**config.mk**
```make
export PLATFORM = sky130hd
export DESIGN_NAME = register_dump
export DESIGN_NICKNAME = d
export VERILOG_FILES = /design/src/rtl/register_dump.sv
export SDC_FILE = /design/constraint.sdc
export NUM_CORES = 1
export LEC_CHECK = 0
export ABC_AREA = 1
export CAP_MARGIN = 5
export CELL_PAD_IN_SITES_DETAIL_PLACEMENT = 0
export CELL_PAD_IN_SITES_GLOBAL_PLACEMENT = 1
export CORE_MARGIN = 4
export CORE_UTILIZATION = 41
export CTS_BUF_LIST = sky130_fd_sc_hd__clkbuf_4 sky130_fd_sc_hd__clkbuf_8
export DETAILED_ROUTE_END_ITERATION = 8
export PLACE_DENSITY = 0.87
export SLEW_MARGIN = 0
export SYNTH_ARGS = -nofsm -noshare
export SYNTH_HDL_FRONTEND = slang
export SYNTH_SLANG_ARGS = --single-unit
export TNS_END_PERCENT = 1
```
**constraint.sdc**
```tcl
create_clock -name Clk -period 4.9 [get_ports Clk]
set_input_delay 0.735 -clock Clk [delete_from_list [all_inputs] [get_ports Clk]]
set_output_delay 0.735 -clock Clk [all_outputs]
set_load 0.01 [all_outputs]
```
**src/rtl/register_dump.sv**
```systemverilog
// register_dump: snapshots eighteen inverted register bytes on request and
// streams them out in true polarity over a valid/ready byte interface,
// keeping a running modulo-256 sum of the bytes actually transferred.
module register_dump (
    input  logic        Clk,
    input  logic        notReset,
    input  logic        DumpReq,
    input  logic        Abort,
    input  logic [7:0]  notA,
    input  logic [7:0]  notF,
    input  logic [7:0]  notB,
    input  logic [7:0]  notC,
    input  logic [7:0]  notD,
    input  logic [7:0]  notE,
    input  logic [7:0]  notH,
    input  logic [7:0]  notL,
    input  logic [7:0]  notI,
    input  logic [7:0]  notR,
    input  logic [15:0] notPC,
    input  logic [15:0] notSP,
    input  logic [15:0] notIX,
    input  logic [15:0] notIY,
    output logic [7:0]  Dout,
    output logic        DoutValid,
    input  logic        DoutReady,
    output logic [4:0]  DoutIndex,
    output logic        DoutLast,
    output logic        Busy,
    output logic        Done,
    output logic [7:0]  DumpSum
);

    localparam int unsigned NUM_SLOTS = 18;
    localparam logic [4:0]  LAST_SLOT = 5'd17;

    typedef enum logic [1:0] {
        IDLE = 2'd0,
        SEND = 2'd1,
        DONE = 2'd2
    } state_t;

    state_t      state;
    state_t      next_state;
    logic        load;
    logic        xfer;
    logic [4:0]  slot;
    logic [7:0]  sum;
    logic [7:0]  snap    [NUM_SLOTS];
    logic [7:0]  snap_in [NUM_SLOTS];

    // Un-invert the live register inputs into slot order for capture.
    always_comb begin
        snap_in[0]  = ~notA;
        snap_in[1]  = ~notF;
        snap_in[2]  = ~notB;
        snap_in[3]  = ~notC;
        snap_in[4]  = ~notD;
        snap_in[5]  = ~notE;
        snap_in[6]  = ~notH;
        snap_in[7]  = ~notL;
        snap_in[8]  = ~notPC[15:8];
        snap_in[9]  = ~notPC[7:0];
        snap_in[10] = ~notSP[15:8];
        snap_in[11] = ~notSP[7:0];
        snap_in[12] = ~notIX[15:8];
        snap_in[13] = ~notIX[7:0];
        snap_in[14] = ~notIY[15:8];
        snap_in[15] = ~notIY[7:0];
        snap_in[16] = ~notI;
        snap_in[17] = ~notR;
    end

    // State register.
    // NOTE: sequential state uses non-blocking assignments so every flop
    // samples pre-edge values regardless of block evaluation order.
    always_ff @(posedge Clk or negedge notReset) begin
        if (!notReset) begin
            state <= IDLE;
        end else begin
            state <= next_state;
        end
    end

    // Next-state and datapath strobes; Abort takes priority over a transfer.
    // NOTE: every output of this block gets a default first so no path
    // through the case leaves a signal unassigned and infers a latch.
    always_comb begin
        next_state = state;
        load       = 1'b0;
        xfer       = 1'b0;
        case (state)
            IDLE: begin
                if (DumpReq && !Abort) begin
                    load       = 1'b1;
                    next_state = SEND;
                end
            end
            SEND: begin
                if (Abort) begin
                    next_state = IDLE;
                end else if (DoutReady) begin
                    xfer = 1'b1;
                    if (slot == LAST_SLOT) begin
                        next_state = DONE;
                    end
                end
            end
            DONE: begin
                next_state = IDLE;
            end
            default: begin
                next_state = IDLE;
            end
        endcase
    end

    // Snapshot capture, slot counter and running checksum.
    // NOTE: the snapshot array is reset along with the control state, so
    // it must stay a flop array rather than being mapped onto a RAM macro.
    always_ff @(posedge Clk or negedge notReset) begin
        if (!notReset) begin
            slot <= '0;
            sum  <= '0;
            for (int i = 0; i < NUM_SLOTS; i++) begin
                snap[i] <= '0;
            end
        end else if (load) begin
            slot <= '0;
            sum  <= '0;
            snap <= snap_in;
        end else if (xfer) begin
            sum  <= sum + Dout;
            slot <= (slot == LAST_SLOT) ? 5'd0 : slot + 5'd1;
        end
    end

    // Byte outputs are forced to zero whenever nothing is being offered.
    always_comb begin
        DoutValid = (state == SEND);
        Dout      = '0;
        DoutIndex = '0;
        DoutLast  = 1'b0;
        if (DoutValid) begin
            Dout      = snap[slot];
            DoutIndex = slot;
            DoutLast  = (slot == LAST_SLOT);
        end
    end

    assign Busy    = (state == SEND) || (state == DONE);
    assign Done    = (state == DONE);
    assign DumpSum = sum;

endmodule

```
======== Yosys cells after proc, flatten, opt, wreduce, memory -nomap -nowiden ========
Index checks and enable logic that the tools add are counted.
word-level totals
  bits in registers ....................... 159
  bits in latches ......................... 0
  bits in writable memories ............... 0
  memory bits (read-only) ................. 0
  input bits .............................. 149
  word-level logic and storage cells ...... 76
  memories kept ........................... 0
operators by class
  add/sub/neg operators ................... 2
  multiply operators ...................... 0
  divide/modulo/power cells ............... 0
  magnitude comparators ................... 1
  equal/unequal tests ..................... 6
  shift-type cells ........................ 0
  multiplexer cells ....................... 21
  bitwise operators ....................... 19
  reduce and logical (&&, ||, !) cells .... 6
operators by type and width
  kind                 count
  $not 8->8            18
  $bmux 8 s5           1
  $mux 8               5
  $mux 5               4
  $add 8x8->8          1
  $mux 2               4
  $ge 6x6->1 const B   1
  $mux 1               6
  $ne 3x2->1 const B   2
  $not 5->6            1
  $add 5x1->5 const B  1
  $eq 5x5->1 const B   1
  $pmux 2 s2           1
  $reduce_and 3->1     1
  $eq 2x1->1 const B   1
  $eq 2x2->1 const B   1
  $logic_not 2->1      1
  $ne 2x2->1 const B   1
  $reduce_bool 2->1    1
  $logic_and 1x1->1    1
  $logic_not 1->1      1
  $logic_or 1x1->1     1

======== Logic depth before layout (Yosys ltp) ========
Gate-level depths: netlist (run 1).
  depth in word-level cells ............... 8
  mapped depth ............................ 21
  gate-level depth less buffers ........... 17

======== Least setup slack after synthesis (run 1) ========
No wires, ideal clock.
  kind .................................... flip-flop to flip-flop
  from .................................... reg slot[0]
  to ...................................... reg sum[6] (netlist: DumpSum[6])
  setup time .............................. 0.083 ns
  data arrival time ....................... 2.844 ns
  setup slack ............................. 1.974 ns
  cell stages (with the launch flop) ...... 22
  path buffers ............................ 4
  clock period less this slack ............ 2.926 ns
  cell sequence ........................... dfrtp_1 buf_6 inv_4 buf_8 buf_12 buf_8 nor2_1 o22ai_1 o211ai_1 nand3_1 nand2_1 a21oi_1 ha_1 fa_1 nand2_1 nand2_1 a21oi_1 nor2_1 o21ai_0 nand2_1 xnor2_1 o21ai_0
on the way
  word-level cells in the longest chain between the ends .. 8
ends and longest elaborated chain
  item                                        line  RTL
  from (decl)                                 46    logic [4:0] slot;
  from (signal assigned)                      133   slot <= (slot == LAST_SLOT) ? 5'd0 : slot + 5'd1;
  $not 5->6 (not written as such)             144   Dout = snap[slot];
  $bmux 8 s5                                  144
  $mux 8 (not written as such) (2 in series)  144
  $mux 8                                      143   if (DoutValid) begin
  via Dout[0]                                 23    output logic [7:0] Dout,
  $add 8x8->8                                 132   sum <= sum + Dout;
  $mux 8                                      131   end else if (xfer) begin
  $mux 8                                      127   end else if (load) begin
  to (signal assigned)                        132
  to (decl)                                   47    logic [7:0] sum;
The timed path passes the listed nets, and every way through them passes these cells. The select of a mux whose other input is x is not followed.
A chain may end at the register's enable or synchronous reset.

======== Final worst setup path (run 1) ========
  from .................................... reg slot[0]
  to ...................................... out Dout[4]
on the way
  word-level cells in the longest chain between the ends .. 5
ends and longest elaborated chain
  item                                        line
  $not 5->6 (not written as such)             144
  $bmux 8 s5                                  144
  $mux 8 (not written as such) (2 in series)  144
  $mux 8                                      143
  to (decl)                                   23
No other way between the ends. The select of a mux whose other input is x is not followed.

==> flow_summary.json, run 1 <==
{
  "worstReg2RegStart": "slot[0]",
  "clock-root-buffer": "clkbuf_8",
  "maxSlewViolCount": 0,
  "period_needed_ns": 4.127,
  "worst_r2r_path_depth": 17,
  "fin_tns_setup_ns": 0,
  "worst_slack_ns": 0.7726,
  "drcViolationCount": 0,
  "cp_slowest_cell": "dfrtp_2",
  "dp_slack_ns": 1.223,
  "antenna_cells": 0,
  "path_depth": 8,
  "synth_ff_type": "dfrtp_1",
  "drt_iter0_markers": 502,
  "ctsResizeCount": 0,
  "power_leakage_nw": 4.416,
  "critPathKind": "register to primary output",
  "required_ns": 4.16,
  "clkTransAtPathRegs_ns": 0.09,
  "path_buf_inv": 2,
  "core_um2": 17960,
  "clk_latency_ns": 0.46,
  "hold_slack_ns": 0.2851,
  "initial_core_util_pct": 41.76,
  "cts_tree": "built",
  "drt-wirelength-per-cell_um": 16.81,
  "layout_common_cells": "nand2_1 (240), o21ai_0 (205), clkdlybuf4s50_1 (172)",
  "numPortBuffers": 173,
  "period_share_pct": 84.23,
  "ys_seq_area_share_pct": 53.04,
  "yosysUniqueCellTypes": 36,
  "async_reset_ff_share_pct": 100.0,
  "worstReg2RegEnd": "DumpSum[6]",
  "die_w_um": 143.3,
  "tightest_slew_ns": 0.8000,
  "clockBufferDepth": 2,
  "num-nets-final": 1197,
  "rows": 49,
  "crit_start": "slot[0]",
  "dr.pass1.iters": 5,
  "r2r_setup_slack_ns": 1.18,
  "routed_via_density": 5.025,
  "fmax_mhz": 242.3,
  "crit_family": "buffers and inverters",
  "fin_skew_ns": 0.01567,
  "powerDensity_nw_per_um2": 600.3,
  "path_cells": "inv_4, o21ai_0, o22ai_1, o211ai_1, nand3_1, nand2_1, a21oi_1, clkdlybuf4s50_1",
  "critPathCaptureType": "primary output",
  "ant_nets": 0,
  "min_path_type": "input pin to async pin",
  "gp_congestion": 0.8712,
  "outcome": "complete, no violations",
  "layout_commonest_cell": "nand2_1",
  "area_growth_pct": 29.10,
  "overflow": 0,
  "syn_area_um2": 7502,
  "routed-via-count": 6417,
  "startpoint_type": "register",
  "setup_violations": 0,
  "ioPinCount": 174,
  "postSynthAreaPerCell_um2": 8.345,
  "grt_pass1_wl_um": 33300,
  "peakVddDrop_uv": 320.7,
  "drive_above_1_share_pct": 5.439,
  "synth_edf_count": 0,
  "grt_max_degree": 136,
  "max_slew_margin_pct": 46.66,
  "synth-seq-cells": 159,
  "syn_nets": 1061,
  "wl_um": 21460,
  "ctsHoldBuffers": 0,
  "grt_pass1_vias": 6319,
  "clock_sinks": 159,
  "slowest_delay_ns": 0.63,
  "rsz0062_at_grt": "false",
  "cts_max_level": 4,
  "yosysWarnings": 0,
  "max-cap-violations": 0,
  "fp.dieH_um": 143.3,
  "grt_usage_pct": 20.90,
  "finalHoldViolCount": 0,
  "dpl.hpwl_um": 15010,
  "postCtsSetupBuffers": 0,
  "netlist_instances": 899,
  "cp_max_fo": 74,
  "cts_made_buffers": 17,
  "arrival_ns": 3.39,
  "crit_end": "Dout[4]",
  "antenna_found_initial": 0,
  "die_area_um2": 20530
}
cell usage after synthesis, drive strengths merged (3+ instances only):
cell | instances | area share, %
nand2 | 245 | 12
o21ai | 211 | 14
dfrtp | 159 | 53
nor2 | 70 | 3.6
inv | 45 | 2.3
clkbuf | 37 | 1.9
nand3 | 32 | 2.3
buf | 25 | 2.5
o22ai | 18 | 1.5
a21oi | 14 | 0.93
ha | 12 | 2.0
o221ai | 12 | 1.4
a22o | 3 | 0.35
o211ai | 3 | 0.30
flip-flops by register name, summed over array words and instances, names as in the netlist:
signal / count
DumpSum: 8
slot: 5
snap: 144
state: 2
worst min path at each step:
stage / from / endpoint / slack, ns / depth (start not counted)
6_report: notReset / snap[78] / 0.29 / 1
5_1_grt: notReset / snap[59] / 0.33 / 1
4_1_cts: notReset / snap[78] / 0.30 / 1
3_5_place_dp: snap[98] / snap[98] / 0.47 / 2
3_3_place_gp: snap[134] / snap[134] / 0.46 / 2
2_1_floorplan: notReset / DumpSum[0] / 0.44 / 0
per-stage QoR:
step | util (%) | instance area [um^2] | cells | total power, mW
after global placement | 51.49 | 9250 | 1245 | 4.737
after detailed placement | 51.49 | 9250 | 1245 | 4.794
after global routing | 53.92 | 9686 | 1277 | 6.308
after CTS | 53.92 | 9686 | 1277 | 5.861
final | 53.92 | 9686 | 1277 | 5.814
after floorplan | - | 7502 | 899 | 3.967
cells by family (layout without fill, tap and decap cells):
logic type	Yosys count	in the layout	share of synthesized area, %
adder cells (fa/ha/maj)	13	13	2.268
flip-flops	159	159	53.04
buffers and inverters	107	256	6.588
AND/OR/NAND/NOR	355	355	19.11
AO/OA/AOI/OAI	264	264	18.88
XOR/XNOR	1	1	0.1168
power by group:
part / internal [mW] / total (mW) / switching [mW] / leakage (nW)
Clock: 0.546 / 1.05 / 0.500 / 0.207
Combinational: 0.950 / 2.35 / 1.40 / 2.22
Sequential: 1.95 / 2.42 / 0.466 / 1.99
Total: 3.45 / 5.81 / 2.36 / 4.42
per-layer routing:
metal	vias up	global-route usage [%]	share of wire, %
met4	0	6.145	1.5
met3	22	4.923	6.2
met5	-	0	0
li1	3261	-	-
met1	2948	29.11	46
met2	186	32.81	46
area by class of cell:
cell class | count | area, um^2
Multi-Input combinational cell | 633 | 3029
Clock buffer | 20 | 275.3
Sequential cell | 159 | 3980
Fill cell | 1702 | 8278
Tap cell | 229 | 286.5
Inverter | 45 | 176.4
Clock inverter | 12 | 160.2
Timing Repair Buffer | 179 | 1778
Power figures use the tool's default switching activity.
==> inputs of run 2 (changes only) <==
--- a/config.mk
+++ b/config.mk
@@ -10,10 +10,10 @@
 export CELL_PAD_IN_SITES_DETAIL_PLACEMENT = 0
 export CELL_PAD_IN_SITES_GLOBAL_PLACEMENT = 1
 export CORE_MARGIN = 4
-export CORE_UTILIZATION = 41
+export CORE_UTILIZATION = 38
 export CTS_BUF_LIST = sky130_fd_sc_hd__clkbuf_4 sky130_fd_sc_hd__clkbuf_8
 export DETAILED_ROUTE_END_ITERATION = 8
-export PLACE_DENSITY = 0.87
+export PLACE_DENSITY = 0.81
 export SLEW_MARGIN = 0
 export SYNTH_ARGS = -nofsm -noshare
 export SYNTH_HDL_FRONTEND = slang
==> constraint.sdc (replaced) <==
create_clock -name Clk -period 3.9 [get_ports Clk]
set_input_delay 0.585 -clock Clk [delete_from_list [all_inputs] [get_ports Clk]]
set_output_delay 0.585 -clock Clk [all_outputs]
set_load 0.01 [all_outputs]
==> flow_summary.json, run 2 (synthesis results as in run 1) <==
{
  "fin_tns_setup_ns": 0,
  "worst_r2r_path_depth": 17,
  "stdcell_area_um2": 9861,
  "layout_commonest_cell": "nand2_1",
  "p_comb_share_pct": 40.2,
  "maxSlewViolCount": 0,
  "finalHoldViolCount": 0,
  "grt_usage_pct": 19.44,
  "clkPwrFrac_pct": 20.4,
  "power.share.switching_pct": 39.14,
  "outcome": "complete, no violations",
  "max_slew_margin_pct": 22.46,
  "num-nets-final": 1200,
  "setup_violations": 0,
  "p_switching_mw": 2.954,
  "antenna_found_initial": 0,
  "arrival_ns": 2.98,
  "largest_reg_flops": 144,
  "period_needed_ns": 3.569,
  "drt-wirelength-per-cell_um": 16.28,
  "fp.dieH_um": 148.5,
  "routed-via-count": 6469,
  "fmax_mhz": 280.2,
  "die_w_um": 148.5,
  "slowest_delay_ns": 0.61,
  "ioPinCount": 174,
  "cts_tree": "built",
  "pwr-share-seq_pct": 39.4,
  "dp_slack_ns": 0.6297,
  "clk_latency_ns": 0.45,
  "clock-root-buffer": "clkbuf_8",
  "cts_max_level": 4,
  "worstReg2RegStart": "slot[0]",
  "r2r_setup_slack_ns": 0.74,
  "critPathKind": "register to primary output",
  "core_um2": 19460,
  "peakVddDrop_uv": 295.9,
  "rows": 51,
  "postCtsSetupBuffers": 0,
  "drcViolationCount": 0,
  "ant_nets": 0,
  "layout_common_cells": "nand2_1 (240), o21ai_0 (205), clkdlybuf4s50_1 (172)",
  "antenna_cells": 0,
  "numPortBuffers": 173,
  "overflow": 0,
  "powerDensity_nw_per_um2": 765.3,
  "drive_above_1_share_pct": 5.709,
  "routed_via_density": 4.916,
  "regMostFlops": "snap",
  "worst_slack_ns": 0.3309,
  "clock_sinks": 159,
  "required_ns": 3.31,
  "grt_pass1_vias": 6224,
  "min_path_type": "input pin to async pin",
  "initial_core_util_pct": 38.55,
  "fin_skew_ns": 0.009176,
  "max-cap-violations": 0,
  "area_growth_pct": 31.44,
  "grt_pass1_wl_um": 33550,
  "clockBufferDepth": 2,
  "grt_max_degree": 290,
  "startpoint_type": "register",
  "hold_slack_ns": 0.1481,
  "dr.pass1.iters": 5,
  "wl_um": 21420,
  "utilization_pct": 50.67,
  "clkTransAtPathRegs_ns": 0.09,
  "worstReg2RegEnd": "DumpSum[6]",
  "path_cells": "buf_6, buf_6, o21ai_0, o22ai_1, nand2_1, nand3_1, nand2_1, a21oi_1, clkdlybuf4s50_1",
  "placed_area_um2": 9343,
  "cp_max_fo": 43,
  "gp_congestion": 0.8773,
  "cts_made_buffers": 17,
  "tightest_slew_ns": 1.163,
  "cp_slowest_cell": "clkdlybuf4s50_1",
  "dpl.hpwl_um": 15050,
  "rsz0062_at_grt": "false",
  "critPathCaptureType": "primary output",
  "period_share_pct": 91.52,
  "die_area_um2": 22060,
  "power_leakage_nw": 4.483,
  "drt_iter0_markers": 449,
  "p_int_mw": 4.593
}
run 2: cell types whose count changed in the layout (fill, tap and decap cells not counted), sizes merged:
cell and delta:
bufinv +4, buf +3, clkinv -3, clkbuf -2
inv +2, clkinvlp -1
run 2: final cells by class:
| class | instances | area (um^2) |
|---|---|---|
| fill | 1886 | 9602 |
| sequential | 159 | 3980 |
| multi-input combinational | 633 | 3029 |
| timing repair buffer | 182 | 1833 |
| tap | 265 | 331.6 |
| clock inverter | 14 | 260.3 |
| clock buffer | 18 | 247.7 |
| inverter | 45 | 178.9 |
run 2: timing repair:
item / 4_1_cts / 5_1_grt
endpoints found under the setup margin: 0 / 4
hold buffers: 0 / 0
gates resized for setup: 0 / 3
hold endpoints to repair: 0 / 0
run 2: routing by layer:
metal  global-route usage [%]  part of all wire, %  vias to the layer above
li1                         -                    -                     3269
met1                    27.44                   47                     2990
met2                    30.87                   47                      197
met3                    4.052                  5.5                       13
met4                    4.804                 0.93                        0
met5                        0                    0                        -
run 2: power groups by stage:
stage / registers, mW / clock network [mW] / logic [mW]
detailed placement: 2.99 / 0 / 3.06
finish: 2.97 / 1.54 / 3.03
CTS: 2.97 / 1.58 / 3.07
global route: 3.06 / 1.65 / 3.47
floorplan: 2.81 / 0 / 2.17
global placement: 3.00 / 0 / 3.00
run 2: how the worst max path moves through the flow:
| stage | from | to | slack (ns) | cells past startpoint |
|---|---|---|---|---|
| after floorplan | slot[0] | DumpSum[6] | 0.97 | 21 |
| after global placement | slot[0] | Dout[1] | 0.67 | 9 |
| after detailed placement | slot[0] | Dout[1] | 0.63 | 9 |
| after CTS | slot[0] | Dout[1] | 0.11 | 9 |
| after global routing | slot[0] | Dout[5] | 0.1 | 9 |
| final | slot[0] | Dout[1] | 0.33 | 9 |
run 2: stage by stage:
stage | power [mW] | cells
2_1_floorplan | 4.984 | 899
3_3_place_gp | 6.002 | 1284
3_5_place_dp | 6.049 | 1284
4_1_cts | 7.621 | 1316
5_1_grt | 8.181 | 1316
6_report | 7.546 | 1316
run 2: worst max-delay path, delay by kind of cell, from the launching register on:
| family | cells | cell delay [ns] |
|---|---|---|
| buffers and inverters | 3 | 1.20 |
| AOI/OAI and AO/OA | 3 | 0.66 |
| DFF | 1 | 0.41 |
| and+or+nand+nor | 3 | 0.23 |
==> inputs of run 3 (changes only) <==
--- a/config.mk
+++ b/config.mk
@@ -10,10 +10,11 @@
 export CELL_PAD_IN_SITES_DETAIL_PLACEMENT = 0
 export CELL_PAD_IN_SITES_GLOBAL_PLACEMENT = 1
 export CORE_MARGIN = 4
-export CORE_UTILIZATION = 38
+export CORE_UTILIZATION = 35
 export CTS_BUF_LIST = sky130_fd_sc_hd__clkbuf_4 sky130_fd_sc_hd__clkbuf_8
 export DETAILED_ROUTE_END_ITERATION = 8
-export PLACE_DENSITY = 0.81
+export GPL_TIMING_DRIVEN = 0
+export PLACE_DENSITY = 0.75
 export SLEW_MARGIN = 0
 export SYNTH_ARGS = -nofsm -noshare
 export SYNTH_HDL_FRONTEND = slang
==> constraint.sdc (replaced) <==
create_clock -name Clk -period 3.9 [get_ports Clk]
set_input_delay 0.585 -clock Clk [delete_from_list [all_inputs] [get_ports Clk]]
set_output_delay 0.585 -clock Clk [all_outputs]
set_load 0.02 [all_outputs]
==> flow_summary.json, run 3 (synthesis results as in run 1) <==
{
  "outcome": "complete, no violations",
  "dp_slack_ns": 0.3090,
  "min_path_type": "register to register",
  "clk_latency_ns": 0.46,
  "arrival_ns": 3.25,
  "antenna_cells": 0,
  "initial_core_util_pct": 35.69,
  "utilization_pct": 47.75,
  "cts_tree": "built",
  "rsz0062_at_grt": "true",
  "routed-via-count": 6914,
  "drt_iter0_markers": 456,
  "core_um2": 21020,
  "required_ns": 3.31,
  "drt-wirelength-per-cell_um": 18.29,
  "dr.pass1.iters": 7,
  "drcViolationCount": 0,
  "max-cap-violations": 0,
  "met1_length_um": 11370,
  "area_growth_pct": 33.81,
  "stdcell_area_um2": 10040,
  "rows": 53,
  "register_area_um2": 3979,
  "power_leakage_nw": 4.616,
  "dpl.hpwl_um": 18520,
  "fin_skew_ns": 0.01501,
  "powerDensity_nw_per_um2": 766.9,
  "num-nets-final": 1255,
  "regMostFlops": "snap",
  "grt_max_degree": 118,
  "antenna_found_initial": 0,
  "fp.dieH_um": 154.4,
  "layout_commonest_cell": "nand2_1",
  "clock-root-buffer": "clkbuf_8",
  "cts_made_buffers": 17,
  "wl_um": 25240,
  "clockBufferDepth": 2,
  "overflow": 0,
  "grt_usage_pct": 21.19,
  "p_total_mw": 7.699,
  "grt_pass1_vias": 7082,
  "cts_max_level": 4,
  "finalHoldViolCount": 0,
  "routed.top_layer": "met4",
  "clock_sinks": 159,
  "fin_tns_setup_ns": 0,
  "startpoint_type": "register",
  "ioPinCount": 174,
  "setup_violations": 0,
  "numPortBuffers": 173,
  "layout_common_cells": "nand2_1 (240), o21ai_0 (205), clkdlybuf4s50_1 (167)",
  "worst_slack_ns": 0.06092,
  "period_share_pct": 98.44,
  "drive_above_1_share_pct": 7.149,
  "clkTransAtPathRegs_ns": 0.08,
  "routed_via_density": 5.010,
  "fillCellCount": 2101,
  "grt_pass1_wl_um": 39160,
  "cp_max_fo": 10,
  "largest_reg_flops": 144,
  "gp_congestion": 0.8365,
  "fmax_mhz": 260.5,
  "ant_nets": 0,
  "die_w_um": 154.4,
  "die_area_um2": 23840,
  "dr_wl_met2_um": 11640,
  "critPathKind": "register to primary output",
  "critPathCaptureType": "primary output",
  "period_needed_ns": 3.839,
  "tightest_slew_ns": 0.6412,
  "placed_area_um2": 9610,
  "max_slew_margin_pct": 57.26,
  "wl_met3_um": 1601,
  "peakVddDrop_uv": 286.0,
  "maxSlewViolCount": 0,
  "postCtsSetupBuffers": 0,
  "multi_input_area_um2": 3033
}
[run 3: changes by cell type in the layout (fill, tap and decap cells not counted), moves of 3 or more]
cell             change
clkbuf_4             +3
bufinv_16            -4
clkdlybuf4s50_1      -5
buf_8                +3
buf_2               +13
inv_6                -4
clkbuf_2             +5
clkbuf_1            +32
dlygate4sd2_1        +3
[run 3: cell type report]
cell class,instances,share of cell area (%)
Inverter,45,1.708
Clock buffer,20,2.617
Multi-Input combinational cell,633,30.21
Tap cell,275,3.428
Timing Repair Buffer,175,17.69
Buffer,62,3.303
Sequential cell,159,39.64
Clock inverter,11,1.408
[run 3: worst max-delay path: stages, from the launching register on]
cell,delay (ns)
dfrtp_1,0.48
buf_6,0.20
buf_4,0.22
clkbuf_4,0.27
nor2_1,0.07
o221ai_1,0.31
o211ai_1,0.19
nand3_1,0.12
nand2_1,0.09
a21oi_1,0.21
clkdlybuf4s50_1,0.65
[run 3: metal layers]
metal  vias up  GRT usage (%)
met1      3256          28.99
met4         0          7.401
met5         -              0
met3        43          4.393
met2       236          33.57
li1       3379              -
[run 3: timing repair]
item,in CTS,in global routing
cloned,0,0
pin swaps,0,0
setup endpoints to repair,7,4
hold endpoints to repair,18,0
resized for setup,8,5
hold buffers,1,0
[run 3: final timing paths]
path	from	to	slack [ns]	depth (start not counted)
min in group asynchronous	notReset	snap[59]	0.60	2
max	slot[0]	Dout[0]	0.06	10
max reg2reg	slot[2]	DumpSum[6]	0.30	17
max in group asynchronous	notReset	snap[28]	2.37	3
min reg2reg	snap[5]	snap[5]	0.48	2
min	snap[5]	snap[5]	0.48	2
[run 3: metrics by stage]
| stage | std cells | hold slack [ns] |
|---|---|---|
| 3_3_place_gp | 1347 | 0.4626 |
| 4_1_cts | 1380 | 0.4874 |
| 6_report | 1380 | 0.4834 |
| 5_1_grt | 1380 | 0.5072 |
| 3_5_place_dp | 1348 | 0.4659 |
| 2_1_floorplan | 899 | 0.2894 |
[run 3: report_power, final]
part | leakage [nW] | total (mW) | internal, mW | switching (mW)
Combinational | 2.42 | 3.48 | 1.34 | 2.14
Clock | 0.201 | 1.28 | 0.657 | 0.622
Sequential | 1.99 | 2.94 | 2.45 | 0.484
